**src/rtl/dac_spi_pkg.sv**
```systemverilog
// Shared types and default sizing for the serial DAC driver.
// Holds the frame FSM state encoding and the default frame/timing constants.
package dac_spi_pkg;

    localparam int DAC_DATA_WIDTH  = 16;
    localparam int DAC_CLK_DIV     = 4;
    localparam int DAC_LDAC_CYCLES = 2;

    typedef enum logic [2:0] {
        IDLE,
        SETUP,
        SHIFT,
        HOLD,
        LDAC
    } state_t;

endpackage

```
**src/rtl/dac_sclk_div.sv**
```systemverilog
// Half-period timebase for the DAC serial clock.
// Ports: clk, rst (async, active high), en (count enable), clr (reload on
// state entry), tick (one-cycle pulse at the end of each half-period).
module dac_sclk_div #(
    parameter int CLK_DIV = 4
) (
    input  logic clk,
    input  logic rst,
    input  logic en,
    input  logic clr,
    output logic tick
);

    localparam int CW = $clog2(CLK_DIV + 1);
    localparam logic [CW-1:0] RELOAD = CW'(CLK_DIV - 1);

    logic [CW-1:0] cnt_q;
    logic [CW-1:0] cnt_d;

    always_comb begin
        tick  = en && (cnt_q == '0);
        cnt_d = cnt_q - 1'b1;
        // Held at the reload value while disabled so the first half-period
        // after leaving IDLE is a full CLK_DIV cycles long.
        if (!en || clr || tick) begin
            cnt_d = RELOAD;
        end
    end

    always_ff @(posedge clk or posedge rst) begin
        if (rst) begin
            cnt_q <= RELOAD;
        end else begin
            cnt_q <= cnt_d;
        end
    end

endmodule

```
**src/rtl/dac_spi_ctrl.sv**
```systemverilog
// Serial DAC driver: latches din on start, shifts it MSB-first, pulses LDAC.
// Ports: clk, rst (async, active high), din, start -> busy, done, DAC_CS_N,
// DAC_SCLK, DAC_DIN, DAC_LDAC_N (all outputs registered).
module dac_spi_ctrl
    import dac_spi_pkg::*;
#(
    parameter int DATA_WIDTH  = DAC_DATA_WIDTH,
    parameter int CLK_DIV     = DAC_CLK_DIV,
    parameter int LDAC_CYCLES = DAC_LDAC_CYCLES
) (
    input  logic                  clk,
    input  logic                  rst,
    input  logic [DATA_WIDTH-1:0] din,
    input  logic                  start,
    output logic                  busy,
    output logic                  done,
    output logic                  DAC_CS_N,
    output logic                  DAC_SCLK,
    output logic                  DAC_DIN,
    output logic                  DAC_LDAC_N
);

    localparam int BW = $clog2(DATA_WIDTH);
    localparam int LW = $clog2(LDAC_CYCLES + 1);
    localparam logic [BW-1:0] LAST_BIT = BW'(DATA_WIDTH - 1);
    localparam logic [LW-1:0] LDAC_RELOAD = LW'(LDAC_CYCLES - 1);

    state_t                state_q, state_d;
    logic [DATA_WIDTH-1:0] shreg_q, shreg_d;
    logic [BW-1:0]         bit_cnt_q, bit_cnt_d;
    logic [LW-1:0]         ldac_cnt_q, ldac_cnt_d;
    logic                  cs_n_q, cs_n_d;
    logic                  sclk_q, sclk_d;
    logic                  dout_q, dout_d;
    logic                  ldac_n_q, ldac_n_d;
    logic                  busy_q, busy_d;
    logic                  done_q, done_d;

    logic tick;
    logic div_en;
    logic div_clr;

    assign div_en  = (state_q != IDLE);
    assign div_clr = (state_d != state_q);

    dac_sclk_div #(
        .CLK_DIV(CLK_DIV)
    ) u_div (
        .clk (clk),
        .rst (rst),
        .en  (div_en),
        .clr (div_clr),
        .tick(tick)
    );

    always_comb begin
        state_d    = state_q;
        shreg_d    = shreg_q;
        bit_cnt_d  = bit_cnt_q;
        ldac_cnt_d = ldac_cnt_q;
        cs_n_d     = cs_n_q;
        sclk_d     = sclk_q;
        dout_d     = dout_q;
        ldac_n_d   = ldac_n_q;
        busy_d     = busy_q;
        done_d     = 1'b0;

        unique case (state_q)
            IDLE: begin
                if (start) begin
                    shreg_d   = din;
                    dout_d    = din[DATA_WIDTH-1];
                    cs_n_d    = 1'b0;
                    busy_d    = 1'b1;
                    bit_cnt_d = '0;
                    state_d   = SETUP;
                end
            end
            SETUP: begin
                if (tick) begin
                    sclk_d  = 1'b1;
                    state_d = SHIFT;
                end
            end
            SHIFT: begin
                if (tick) begin
                    if (sclk_q) begin
                        sclk_d = 1'b0;
                        // The last bit stays on DIN through HOLD.
                        if (bit_cnt_q != LAST_BIT) begin
                            shreg_d = shreg_q << 1;
                            dout_d  = shreg_q[DATA_WIDTH-2];
                        end
                    end else if (bit_cnt_q == LAST_BIT) begin
                        state_d = HOLD;
                    end else begin
                        bit_cnt_d = bit_cnt_q + 1'b1;
                        sclk_d    = 1'b1;
                    end
                end
            end
            HOLD: begin
                if (tick) begin
                    cs_n_d     = 1'b1;
                    ldac_n_d   = 1'b0;
                    ldac_cnt_d = LDAC_RELOAD;
                    state_d    = LDAC;
                end
            end
            LDAC: begin
                ldac_cnt_d = ldac_cnt_q - 1'b1;
                if (ldac_cnt_q == '0) begin
                    ldac_n_d = 1'b1;
                    busy_d   = 1'b0;
                    done_d   = 1'b1;
                    state_d  = IDLE;
                    // A start present on the closing edge chains straight
                    // into the next frame, so CS_N high lasts LDAC_CYCLES.
                    if (start) begin
                        shreg_d   = din;
                        dout_d    = din[DATA_WIDTH-1];
                        cs_n_d    = 1'b0;
                        busy_d    = 1'b1;
                        bit_cnt_d = '0;
                        state_d   = SETUP;
                    end
                end
            end
            default: begin
                state_d = IDLE;
            end
        endcase
    end

    always_ff @(posedge clk or posedge rst) begin
        if (rst) begin
            state_q    <= IDLE;
            shreg_q    <= '0;
            bit_cnt_q  <= '0;
            ldac_cnt_q <= '0;
            cs_n_q     <= 1'b1;
            sclk_q     <= 1'b0;
            dout_q     <= 1'b0;
            ldac_n_q   <= 1'b1;
            busy_q     <= 1'b0;
            done_q     <= 1'b0;
        end else begin
            state_q    <= state_d;
            shreg_q    <= shreg_d;
            bit_cnt_q  <= bit_cnt_d;
            ldac_cnt_q <= ldac_cnt_d;
            cs_n_q     <= cs_n_d;
            sclk_q     <= sclk_d;
            dout_q     <= dout_d;
            ldac_n_q   <= ldac_n_d;
            busy_q     <= busy_d;
            done_q     <= done_d;
        end
    end

    assign busy       = busy_q;
    assign done       = done_q;
    assign DAC_CS_N   = cs_n_q;
    assign DAC_SCLK   = sclk_q;
    assign DAC_DIN    = dout_q;
    assign DAC_LDAC_N = ldac_n_q;

endmodule

```
**config.mk**
```make
export PLATFORM = sky130hd
export DESIGN_NAME = dac_spi_ctrl
export DESIGN_NICKNAME = d
export VERILOG_FILES = /design/src/rtl/dac_spi_pkg.sv /design/src/rtl/dac_sclk_div.sv /design/src/rtl/dac_spi_ctrl.sv
export SDC_FILE = /design/constraint.sdc
export NUM_CORES = 1
export LEC_CHECK = 0
export BUFFER_PORTS_ARGS = -buffer_cell sky130_fd_sc_hd__buf_2
export CORE_ASPECT_RATIO = 0.8
export CORE_UTILIZATION = 55
export CTS_CLUSTER_DIAMETER = 60
export DETAILED_ROUTE_END_ITERATION = 7
export PLACE_DENSITY = 0.77
export REMOVE_ABC_BUFFERS = 1
export SYNTH_ARGS = -nofsm -noshare
export SYNTH_HDL_FRONTEND = slang
export SYNTH_SLANG_ARGS = --single-unit
```
**constraint.sdc**
```tcl
create_clock -name clk -period 2.69 [get_ports clk]
set_input_delay 0.538 -clock clk [delete_from_list [all_inputs] [get_ports clk]]
set_output_delay 0.538 -clock clk [all_outputs]
set_load 0.01 [all_outputs]
```
==> out/summary.txt <==
Register bit total from synthesis: 33
Number of setup buffers added after CTS: 0
Ratio of routed vias to standard cells: 5.73
Top fanout value on the critical path: 17
GRT Util Overall: 0.247
Max IR drop VDD: 0.000430 V
Leading cell types in the layout, fill and taps excluded: dfrtp_1 (29), buf_2 (24), a22oi_1 (15)
Largest incremental delay on the critical path: 0.54 ns
Half-perimeter wire length after detailed placement: 2320 um
Standby leakage power: 0.000843 uW
CTS H-tree depth: 2
Die ar.: 3230 um2
Flop2flop setup slack: 0.54 ns
Layout-stage area growth over the synthesis result: 14.4%
Run status: complete, no violations
Largest net degree at the start of global routing: 34
Power Dens Cells: 493 nW/um2
IO Pins: 25
Ratio of cells with drive above 1 in the final layout: 0.269
Clock tree from TritonCTS: done
Setup violators final: 0
Clock Skews: 0.0104 ns
Slew Limit Headroom: 0.656
Capture instance of the worst register-to-register path: bit_cnt_q[3]
Chip Height: 51.0 um
First-pass GRT wire length: 5880 um
Time the final worst path needs with I/O delays and setup: 2.15 ns
Count of max-cap constraint violations: 0
CP dominant cell by count: ha_1
WL per Instance: 15.1 um
Layout net count: 204
YS warnings: 0
Max Clk Rate: 465 MHz
Post-route fraction of the period consumed by the critical path: 0.800
Count of hold-fix buffers inserted at cts: 0
CP endpoint kind: flip-flop
Most common library cell in the layout ignoring fill and taps: dfrtp_1
Number of optimization iterations in the first detailed-route pass: 5
Number of cell rows: 17
Largest delay share family, worst path: flip-flops
FF-to-FF Start: u_div.cnt_q[0]
Vias in the first global route: 1,317
Total wire length: 3330 um
Root Driver: clkbuf_8
Worst hold slack: 0.318 ns
Critical Setup Path Class: flip-flop to flip-flop
Number of buffers inserted during clock tree synthesis: 5
Via count: 1,261
Total negative setup slack: 0 ns
Synthesized area per cell: 10.7 um2
Initial cell density of the core: 0.588
Number of antenna violations at the first check in global routing: 0
Buffering stage count on the worst path with inverters included: 2
Detailed-route DRC error count: 0
Type of element launching the critical path: flip-flop
Clock-pin slew on the worst setup and hold paths: 0.07 ns
Routed Antenna Nets: 0
Most area-hungry cell type in the Yosys netlist: dfrtp_1
Iteration-0 DRC Markers: 67
Biggest area contributors in the synthesized netlist: dfrtp_1 (44%), a22oi_1 (6.8%), dfstp_2 (6.4%)
CP Cell Sequence: inv_1 > ha_1 > ha_1 > and3b_2 > a31oi_2 > or2_1 > buf_4 > o221a_1
Quantity of I/O buffers inserted on ports: 24
GP Congestion: 0.872
Slowest cell on crit path: dfstp_2
Number of synthesized flops with an enable pin: 0
Clock Sink Count: 33
Distinct cells, synth: 40
Total overflow reported by the global router: 0
Depth of the worst register-to-register path: 8
Area share of the largest cell type after synthesis: 0.439
Final slew viol count: 0
Chip width: 63.3 um
Maximum number of buffers from clock root to sink: 2
Diode insertion count for antenna repair: 0
Number of standard cells after synthesis: 154
Flip-flop cell with the highest count after synthesis: dfrtp_1
Area of the core: 2810 um2
Part of the Yosys area used for sequential elements: 0.503
Arr. time, crit path: 2.38 ns
Fraction of registers with async set/reset: 1.00
Setup repair after global routing missed its margin: false
Count of final hold-check violations: 0
Combined area of all synthesized cells: 1650 um2
Clock network latency to the later pin of the worst-skew pair: 0.29 ns
Critical path data required time: 2.91 ns
Quantity of gates resized following cts: 0
Worst Max-Slew Pin Slew: 0.511 ns
Type of the tightest min-delay check: input port to asynchronous set/reset pin
Total power: 931 uW
## kinds of logic (layout without fill, tap and decap cells)
logic type,after synthesis,count (layout),synth area share
buf+inv,20,48,0.0667
compound gates,52,52,0.250
flops,33,33,0.503
mux,1,1,0.00606
simple gates,43,43,0.139
fa+ha+maj,4,4,0.0303
xor+xnor,1,1,0.00530
## cell type report
class / instances / area [um2]
tap: 38 / 47.5
clock inverter: 1 / 5.00
sequential: 33 / 831
clock buffer: 7 / 96.3
multi-input combinational: 101 / 711
inverter: 11 / 41.3
fill: 239 / 918
timing repair buffer: 29 / 158
## how the worst max path moves through the flow
stage	startpoint	endpoint	slack [ns]	depth (start not counted)
floorplan	u_div.cnt_q[0]	bit_cnt_q[2]	0.56	7
global placement	u_div.cnt_q[0]	bit_cnt_q[3]	0.65	8
detailed placement	u_div.cnt_q[0]	bit_cnt_q[2]	0.57	8
CTS	u_div.cnt_q[0]	bit_cnt_q[2]	0.55	8
global route	u_div.cnt_q[0]	bit_cnt_q[2]	0.43	8
finish	u_div.cnt_q[0]	bit_cnt_q[3]	0.54	8
## Yosys cell counts (2+ instances only)
| cell | n |
|---|---|
| nor3_1 | 4 |
| o221a_1 | 2 |
| o21ai_0 | 6 |
| nor2_1 | 7 |
| ha_1 | 4 |
| and3_1 | 2 |
| o2bb2ai_1 | 11 |
| a21oi_1 | 7 |
| inv_1 | 10 |
| buf_6 | 2 |
| dfstp_2 | 4 |
| nand2_1 | 11 |
| dfrtp_1 | 29 |
| nor2b_1 | 2 |
| o2bb2ai_2 | 4 |
| or2_2 | 2 |
| o21ai_1 | 2 |
| nand2b_1 | 4 |
| nand3_1 | 3 |
| buf_2 | 4 |
| a22oi_1 | 15 |
## through the flow
step           instance area (um2)  setup slack [ns]  std cells  utilization
6_report                      1890             0.539        220        0.673
5_1_grt                       1890             0.430        220        0.673
4_1_cts                       1890             0.551        220        0.673
3_5_place_dp                  1790             0.570        212        0.637
3_3_place_gp                  1790             0.651        212        0.637
2_1_floorplan                 1580             0.555        145            -
## registers in the layout, summed over array words and instances (netlist names)
signal,count
DAC_LDAC_N,1
bit_cnt_q,4
DAC_CS_N,1
done,1
busy,1
shreg_q,16
ldac_cnt_q,2
u_div.cnt_q,3
DAC_SCLK,1
state_q,3
## worst reg2reg max path, delay by kind of cell (launching register included)
family                     cells  cell delay (ns)
buffers and inverters          2             0.27
adders and majority gates      2             0.43
and+or+nand+nor                2             0.40
DFF                            1             0.54
AOI/OAI and AO/OA              2             0.44
## per-layer routing
layer,track usage,vias to the layer above,part of all wire
li1,-,621,-
met3,0.0670,6,0.038
met4,0.106,0,0.014
met1,0.329,607,0.48
met5,0,-,0
met2,0.384,27,0.47
## where the power goes
part,switching [uW],internal (uW)
Clock,179,231
Combinational,14.0,10.4
Sequential,0,496
Total,193,738
Note: power is estimated with default switching activity, not from simulation.
